--- config.mk ---
export PLATFORM = sky130hd
export DESIGN_NAME = uart_rx_param
export DESIGN_NICKNAME = d
export VERILOG_FILES = /design/src/rtl/uart_rx_param.sv
export SDC_FILE = /design/constraint.sdc
export NUM_CORES = 1
export LEC_CHECK = 0
export BUFFER_PORTS_ARGS = -buffer_cell sky130_fd_sc_hd__buf_2
export CORE_MARGIN = 1
export CORE_UTILIZATION = 30
export CTS_BUF_LIST = sky130_fd_sc_hd__clkbuf_16
export CTS_CLUSTER_DIAMETER = 100
export CTS_CLUSTER_SIZE = 24
export DETAILED_ROUTE_END_ITERATION = 12
export HOLD_SLACK_MARGIN = 0.1
export PLACE_DENSITY_LB_ADDON = 0.08
export SLEW_MARGIN = 20
export SYNTH_ARGS = -nofsm -noshare
export SYNTH_HDL_FRONTEND = slang
export SYNTH_SLANG_ARGS = --single-unit
--- constraint.sdc ---
create_clock -name clk -period 1.76 [get_ports clk]
set_input_delay 0.176 -clock clk [delete_from_list [all_inputs] [get_ports clk]]
set_output_delay 0.176 -clock clk [all_outputs]
set_load 0.03 [all_outputs]
--- src/rtl/uart_rx_param.sv ---
// ----------------------------------------------------------------------------
// uart_rx_param
//
// Parametrised oversampling UART receiver. Deserialises the asynchronous rx
// line into DATA_BITS-wide words (LSB first), timed by a shared b_tick strobe
// running at OVERSAMPLE x baud. Detects false starts, checks STOP_BITS stop
// bits and, optionally, a parity bit.
//
// Optional feature macro: UART_RX_PARITY_EN
//   defined   -> a parity bit follows the data bits and parity_err is checked
//   undefined -> no parity stage, parity_err is tied to 0
//
// Ports
//   clk        in   1          system clock
//   rst        in   1          synchronous, active-high reset
//   rx         in   1          asynchronous serial line, idle high
//   b_tick     in   1          one-clk strobe at OVERSAMPLE x baud
//   rx_data    out  DATA_BITS  last completed word, held until next completion
//   rx_done    out  1          one-clk pulse; rx_data and flags valid
//   frame_err  out  1          last frame had a low stop bit (held)
//   parity_err out  1          last frame had a parity mismatch (held)
//   busy       out  1          receiver is inside a frame
// ----------------------------------------------------------------------------
module uart_rx_param #(
    parameter int unsigned DATA_BITS  = 8,
    parameter int unsigned OVERSAMPLE = 16,
    parameter int unsigned STOP_BITS  = 1,
    parameter int unsigned PARITY_ODD = 0
) (
    input  logic                 clk,
    input  logic                 rst,
    input  logic                 rx,
    input  logic                 b_tick,
    output logic [DATA_BITS-1:0] rx_data,
    output logic                 rx_done,
    output logic                 frame_err,
    output logic                 parity_err,
    output logic                 busy
);

    localparam int unsigned TickW = $clog2(OVERSAMPLE);
    localparam int unsigned BitW  = $clog2(DATA_BITS + 1);

    // Sample points: middle of the start bit, then one full bit period apart.
    localparam logic [TickW-1:0] TickMid  = TickW'(OVERSAMPLE / 2 - 1);
    localparam logic [TickW-1:0] TickLast = TickW'(OVERSAMPLE - 1);
    localparam logic [BitW-1:0]  BitLast  = BitW'(DATA_BITS - 1);
    localparam logic [BitW-1:0]  StopLast = BitW'(STOP_BITS - 1);

`ifdef UART_RX_PARITY_EN
    typedef enum logic [2:0] {
        StIdle,
        StStart,
        StData,
        StParity,
        StStop
    } state_e;
`else
    typedef enum logic [2:0] {
        StIdle,
        StStart,
        StData,
        StStop
    } state_e;
`endif

    // ------------------------------------------------------------------
    // Input synchroniser (reset to the idle level so reset never looks
    // like a start bit)
    // ------------------------------------------------------------------
    logic rx_meta_q;
    logic rx_s_q;

    always_ff @(posedge clk) begin
        if (rst) begin
            rx_meta_q <= 1'b1;
            rx_s_q    <= 1'b1;
        end else begin
            rx_meta_q <= rx;
            rx_s_q    <= rx_meta_q;
        end
    end

    // ------------------------------------------------------------------
    // Receiver state
    // ------------------------------------------------------------------
    state_e               state_q,      state_d;
    logic [TickW-1:0]     tick_q,       tick_d;
    // Counts data bits in StData and stop bits in StStop.
    logic [BitW-1:0]      bit_q,        bit_d;
    logic [DATA_BITS-1:0] shift_q,      shift_d;
    logic                 ferr_acc_q,   ferr_acc_d;
    // Cleared after a framing error so a line held in break cannot start
    // a new frame until it has been seen high again.
    logic                 armed_q,      armed_d;
    logic [DATA_BITS-1:0] rx_data_q,    rx_data_d;
    logic                 done_q,       done_d;
    logic                 frame_err_q,  frame_err_d;
    logic                 ferr_next;

`ifdef UART_RX_PARITY_EN
    logic                 perr_acc_q,   perr_acc_d;
    logic                 parity_err_q, parity_err_d;
`endif

    always_comb begin
        state_d     = state_q;
        tick_d      = tick_q;
        bit_d       = bit_q;
        shift_d     = shift_q;
        ferr_acc_d  = ferr_acc_q;
        armed_d     = armed_q;
        rx_data_d   = rx_data_q;
        done_d      = 1'b0;
        frame_err_d = frame_err_q;
        // Stop-bit error including the sample taken on this tick.
        ferr_next   = ferr_acc_q | ~rx_s_q;
`ifdef UART_RX_PARITY_EN
        perr_acc_d   = perr_acc_q;
        parity_err_d = parity_err_q;
`endif

        if (b_tick) begin
            unique case (state_q)
                StIdle: begin
                    if (rx_s_q) begin
                        armed_d = 1'b1;
                    end else if (armed_q) begin
                        state_d = StStart;
                        tick_d  = '0;
                    end
                end

                StStart: begin
                    if (tick_q == TickMid) begin
                        if (rx_s_q) begin
                            // Line went back high before mid start bit: glitch.
                            state_d = StIdle;
                        end else begin
                            state_d = StData;
                            tick_d  = '0;
                            bit_d   = '0;
                        end
                    end else begin
                        tick_d = tick_q + TickW'(1);
                    end
                end

                StData: begin
                    if (tick_q == TickLast) begin
                        tick_d  = '0;
                        // LSB arrives first, so after DATA_BITS shifts it sits at bit 0.
                        shift_d = {rx_s_q, shift_q[DATA_BITS-1:1]};
                        if (bit_q == BitLast) begin
                            bit_d      = '0;
                            ferr_acc_d = 1'b0;
`ifdef UART_RX_PARITY_EN
                            state_d    = StParity;
`else
                            state_d    = StStop;
`endif
                        end else begin
                            bit_d = bit_q + BitW'(1);
                        end
                    end else begin
                        tick_d = tick_q + TickW'(1);
                    end
                end

`ifdef UART_RX_PARITY_EN
                StParity: begin
                    if (tick_q == TickLast) begin
                        tick_d     = '0;
                        bit_d      = '0;
                        ferr_acc_d = 1'b0;
                        perr_acc_d = ((^shift_q) ^ rx_s_q) != PARITY_ODD[0];
                        state_d    = StStop;
                    end else begin
                        tick_d = tick_q + TickW'(1);
                    end
                end
`endif

                StStop: begin
                    if (tick_q == TickLast) begin
                        tick_d = '0;
                        if (bit_q == StopLast) begin
                            state_d     = StIdle;
                            done_d      = 1'b1;
                            rx_data_d   = shift_q;
                            frame_err_d = ferr_next;
`ifdef UART_RX_PARITY_EN
                            parity_err_d = perr_acc_q;
`endif
                            if (ferr_next) begin
                                armed_d = 1'b0;
                            end
                        end else begin
                            bit_d      = bit_q + BitW'(1);
                            ferr_acc_d = ferr_next;
                        end
                    end else begin
                        tick_d = tick_q + TickW'(1);
                    end
                end

                default: begin
                    state_d = StIdle;
                end
            endcase
        end
    end

    always_ff @(posedge clk) begin
        if (rst) begin
            state_q     <= StIdle;
            tick_q      <= '0;
            bit_q       <= '0;
            shift_q     <= '0;
            ferr_acc_q  <= 1'b0;
            armed_q     <= 1'b1;
            rx_data_q   <= '0;
            done_q      <= 1'b0;
            frame_err_q <= 1'b0;
        end else begin
            state_q     <= state_d;
            tick_q      <= tick_d;
            bit_q       <= bit_d;
            shift_q     <= shift_d;
            ferr_acc_q  <= ferr_acc_d;
            armed_q     <= armed_d;
            rx_data_q   <= rx_data_d;
            done_q      <= done_d;
            frame_err_q <= frame_err_d;
        end
    end

`ifdef UART_RX_PARITY_EN
    always_ff @(posedge clk) begin
        if (rst) begin
            perr_acc_q   <= 1'b0;
            parity_err_q <= 1'b0;
        end else begin
            perr_acc_q   <= perr_acc_d;
            parity_err_q <= parity_err_d;
        end
    end

    assign parity_err = parity_err_q;
`else
    // PARITY_ODD only matters when the parity stage exists.
    logic unused_parity_odd;
    assign unused_parity_odd = ^PARITY_ODD;
    assign parity_err        = 1'b0;
`endif

    assign rx_data   = rx_data_q;
    assign rx_done   = done_q;
    assign frame_err = frame_err_q;
    assign busy      = (state_q != StIdle);

endmodule

* Word level (Yosys, flattened, before mapping) *
Index checks and enable logic that the tools add are counted.

cells by class
  add/sub/neg operators = 2
  eq/ne operators = 18
  muxes and demuxes = 32
  bitwise operators = 5
  reductions and logical operators = 16

operator list
  operator             count
  $mux 4               10
  $pmux 4 s3           2
  $ne 2x2->1 const B   11
  $mux 3               7
  $pmux 3 s4           1
  $reduce_and 6->1     2
  $mux 1               9
  $reduce_bool 3->1    3
  $add 4x1->4 const B  2
  $eq 4x3->1 const B   2
  $reduce_and 8->1     1
  $reduce_and 7->1     1
  $eq 3x2->1 const B   2
  $reduce_and 5->1     1
  $eq 4x4->1 const B   1
  $logic_not 4->1      1
  $not 1->1            4
  $pmux 1 s2           2
  $reduce_and 4->1     1
  $reduce_bool 2->1    2
  $reduce_or 4->1      1
  $eq 3x1->1 const B   1
  $logic_not 3->1      1
  $ne 3x3->1 const B   1
  4 further kinds      4

storage, ports and cells
  register bits after elaboration = 33
  input bits = 4
  output and inout port bits = 12
  logic and storage cells = 84

* Longest topological paths before layout *
  depth after elaboration = 6
  depth in mapped cells = 7
  gate-level depth less buffers = 7

* Worst setup path after synthesis *
OpenSTA, ideal clock, no wires.

  path kind = reg2reg
  start = register bit_q[0]
  end = register armed_q
  library setup time = 0.122 ns
  arrival = 1.635 ns
  required time = 1.638 ns
  setup slack = 0.003 ns
  stages on the path, launching flop included = 8
  path buffers = 0
  clock period less this slack = 1.757 ns
  path through = dfxtp_1 > inv_1 > ha_1 > nor4bb_1 > inv_1 > nor2_8 > a21boi_1 > a311o_1

on the way
  cells in the longest elaborated chain, start to end = 3

RTL lines
  element                     line  RTL
  start, declared             90    logic [BitW-1:0] bit_q, bit_d;
  start signal, assigned      228   bit_q <= bit_d;
  $logic_not 4->1             187   if (bit_q == StopLast) begin
  $ne 2x2->1 (no line)        -
  $reduce_and 6->1 (no line)  -
  end signal, assigned        231   armed_q <= armed_d;
  end, declared               95    logic armed_q, armed_d;

Every way passes these cells.
A chain may end at the register's enable or synchronous reset.

* Worst setup path after layout *
  start = register tick_q[0]
  end = register bit_q[2]

on the way
  cells in the longest elaborated chain, start to end = 3
  elaborated cells on any way between the ends = 6
  those cells by class = eq/ne: 5; reduce/logical: 1

RTL lines
  element                                          line           RTL
  start, declared                                  88             logic [TickW-1:0] tick_q, tick_d;
  start signal, assigned                           227            tick_q <= tick_d;
  $eq 4x4->1 / $eq 4x3->1 (equally long branches)  150, 185, 135
  $ne 2x2->1 (no line)                             -
  $reduce_and 7->1 (no line) *                     -

Every way passes the cells marked *; elsewhere a longest branch is shown, timed or not.

==> results.yml <==
outcome:
  outcome: "finished clean"
timing:
  hold_ws_ps: 228
  achievable-frequency_ghz: 0.604
  final_hold_viol_count: 0
  finalWorstPathRequiredPeriod_ps: 1660
  timing.final.max_slew_violations: 0
  report.final.setup_viol: 0
  timing.max_slew.rel_slack_pct: 61.4
  max_slew.worst_pin.slew_ps: 580
  setup_repair_after_global_routing_missed_its_margin: "false"
  clock-skew-final_ps: 2.70
  min_period_over_period_pct: 94.1
  setup_tns_ps: 0
worst_setup_path:
  critical_path_startpoint_category: "flop"
  worst-setup-path-type: "reg -> reg"
  cp_data_required_time_ps: 1950
  cp-end-kind: "flop"
  worst_ep_arrival_time_ps: 1840
  timing.critical_path.fanout_max: 5
logic_synthesis:
  number_of_enable_flip_flop_cells_after_synthesis: 0
  post_synth_inst_count: 159
  post_synth_instance_area_um2: 1470
  synth_unique_cells: 40
  yosysWarningCount: 0
  flip_flop_and_latch_count_after_synthesis: 32
  ys_seq_area_share_pct: 43.5
  mappedNetlistNets: 166
  dominantRegCellSynth: "sky130_fd_sc_hd__dfxtp_1"
  proportion_of_synthesized_flip_flops_having_asynchronous_set_or_reset_pct: 0
  syn-mean-instance-area_um2: 9.27
grt:
  maximum_number_of_pins_on_one_net_before_global_route_repair: 33
  grt_first_pass_wirelength_mm: 4.89
  grt_remaining_overflow: 0
  grt_antenna_before_repair: 0
  grt_pass1_vias: 1062
  grt_use_total_pct: 12.1
route:
  route.detailed.wl_per_inst_um: 11.4
  drt_first_pass_iters: 4
  routed_wl_mm: 2.93
  detail-route-antenna-nets: 0
  drc: 0
  post_drt_via_cell_ratio: 4.58
  drt_first_iter_violations: 33
  detailroute.via_count: 1182
worst_hold_path:
  holdCritPathClass: "in -> reg"
clock_tree:
  cts_inserted_buffers: 5
  worst_setup_hold_path_clk_slew_ps: 50
  clock_sinks: 32
  cts-htree-levels: 2
  clock_insertion_delay_at_the_later_pin_of_the_skew_report_ps: 270
  cts_root_buf: "sky130_fd_sc_hd__clkbuf_16"
  maximum_clock_insertion_buffer_count: 2
  tritoncts: "yes"
layout:
  fraction_of_layout_cells_with_a_size_suffix_above_1_pct: 28.3
  layoutNonFillerInstCount: 258
  filler_cell_count: 464
  antenna_cells_inserted: 0
  area_growth_syn_to_layout_pct: 31.7
  layout_commonest_cell: "sky130_fd_sc_hd__dfxtp_1"
  finalNetCount: 198
  final_cell_mix: "sky130_fd_sc_hd__dfxtp_1 (29), sky130_fd_sc_hd__nor2_1 (22), sky130_fd_sc_hd__mux2i_1 (19)"
  final_core_utilization_pct: 41.1
floorplan:
  io_pins: 16
  initial_utilization_pct: 31.2
  core_region_area_um2: 4720
  floorplan.die.width_um: 72.1
  std_cell_rows: 25
  chipHeight_um: 72.1
  floorplan.die_area_um2: 5200
placed_design:
  io_buffers: 14
  place_inst: 246
  finalWeightedCongestion: 0.763
  dp_hpwl_mm: 2.00
power:
  leakage_power_of_the_design_nw: 0.737
  ir_drop_uv: 591
  total_power_mw: 1.60
  power.density_cell_area_nw_per_um2: 824
job:
  maxCapViolations: 0
[cell type report]
type | instances | area [um^2] | area share, %
well taps | 67 | 83.8 | 4.32
flip-flops and latches | 32 | 644 | 33.2
clock buffers | 5 | 125 | 6.44
clock inverters | 2 | 7.51 | 0.387
inverters | 8 | 32.5 | 1.68
repair buffers | 33 | 240 | 12.4
multi-input cells | 111 | 808 | 41.6
[flip-flops by register name (all words and copies together), names as in the netlist]
signal      cells
bit_q           4
rx_s_q          1
shift_q         8
ferr_acc_q      1
state_q         2
rx_done         1
armed_q         1
frame_err       1
tick_q          4
rx_data         8
rx_meta_q       1
[synth_stat cells, types with 2 or more instances]
| cell type | count | area share (%) |
|---|---|---|
| sky130_fd_sc_hd__nor4bb_1 | 2 | 1.4 |
| sky130_fd_sc_hd__nor2b_1 | 4 | 1.7 |
| sky130_fd_sc_hd__nand2b_1 | 3 | 1.3 |
| sky130_fd_sc_hd__a21oi_1 | 9 | 3.1 |
| sky130_fd_sc_hd__nand2_1 | 9 | 2.3 |
| sky130_fd_sc_hd__o21ai_0 | 4 | 1.4 |
| sky130_fd_sc_hd__or3_1 | 3 | 1.3 |
| sky130_fd_sc_hd__ha_1 | 3 | 2.5 |
| sky130_fd_sc_hd__dfxtp_1 | 32 | 43 |
| sky130_fd_sc_hd__clkbuf_1 | 3 | 0.76 |
| sky130_fd_sc_hd__nand3b_1 | 4 | 2.0 |
| sky130_fd_sc_hd__nor2_1 | 22 | 5.6 |
| sky130_fd_sc_hd__mux2i_1 | 19 | 13 |
| sky130_fd_sc_hd__buf_2 | 3 | 1.0 |
| sky130_fd_sc_hd__nand3_1 | 6 | 2.0 |
| sky130_fd_sc_hd__inv_1 | 7 | 1.8 |
| sky130_fd_sc_hd__or2_2 | 2 | 0.85 |
| sky130_fd_sc_hd__nor3_1 | 2 | 0.68 |
[path summary, 6_finish.rpt]
path                                start  cells past startpoint  slack [ps]    endpoint
worst max-delay path            tick_q[0]                      6         100    bit_q[2]
worst min-delay path               b_tick                      3         230  state_q[1]
worst max register to register  tick_q[0]                      6         100    bit_q[2]
worst min register to register  rx_meta_q                      1         410      rx_s_q
[power breakdown]
part / internal, mW / switching, mW / total (mW)
Clock: 0.504 / 0.273 / 0.777
Combinational: 0.0322 / 0.0524 / 0.0846
Sequential: 0.731 / 0.00734 / 0.739
Total: 1.27 / 0.333 / 1.60
[metrics by stage]
| step | setup slack (ps) | cell area (um^2) |
|---|---|---|
| 6_report | 103 | 1940 |
| 5_1_grt | 0.685 | 1940 |
| 4_1_cts | 19.5 | 1870 |
| 3_5_place_dp | -27.8 | 1700 |
| 3_3_place_gp | -11.6 | 1700 |
| 2_1_floorplan | 2.93 | 1470 |
[cells by family after synthesis]
logic type | count (synthesis) | synth area share, %
AND/OR/NAND/NOR | 65 | 25.5
flip-flops | 32 | 43.5
AO/OA/AOI/OAI | 22 | 9.51
multiplexers | 19 | 12.9
buffers and inverters | 16 | 5.26
adder cells (fa/ha/maj) | 3 | 2.55
other | 1 | 0.254
XOR/XNOR | 1 | 0.594
[layer usage]
metal	wire length, um	GRT usage [%]	vias to the layer above	part of all wire, %
li1	-	-	610	-
met1	1400	15.6	556	48
met2	1420	18.6	14	48
met3	92	4.17	2	3.1
met4	16	4.58	0	0.55
met5	0	0	-	0
[timing repair]
action | in CTS | in global routing
endpoints found under the hold margin | 1 | 0
pin swaps | 1 | 3
resized for setup | 2 | 10
endpoints found under the setup margin | 20 | 28
hold buffers | 1 | 0
setup buffers | 1 | 3
cloned | 0 | 0
[worst max-delay path, stage by stage, from the launching register on]
cell and delay (ps):
sky130_fd_sc_hd__dfxtp_2 350, sky130_fd_sc_hd__ha_4 140, sky130_fd_sc_hd__nand3b_1 150, sky130_fd_sc_hd__nor4_4 250, sky130_fd_sc_hd__o211ai_4 150, sky130_fd_sc_hd__or3_1 360, sky130_fd_sc_hd__a31oi_1 180
Power figures use the tool's default switching activity.
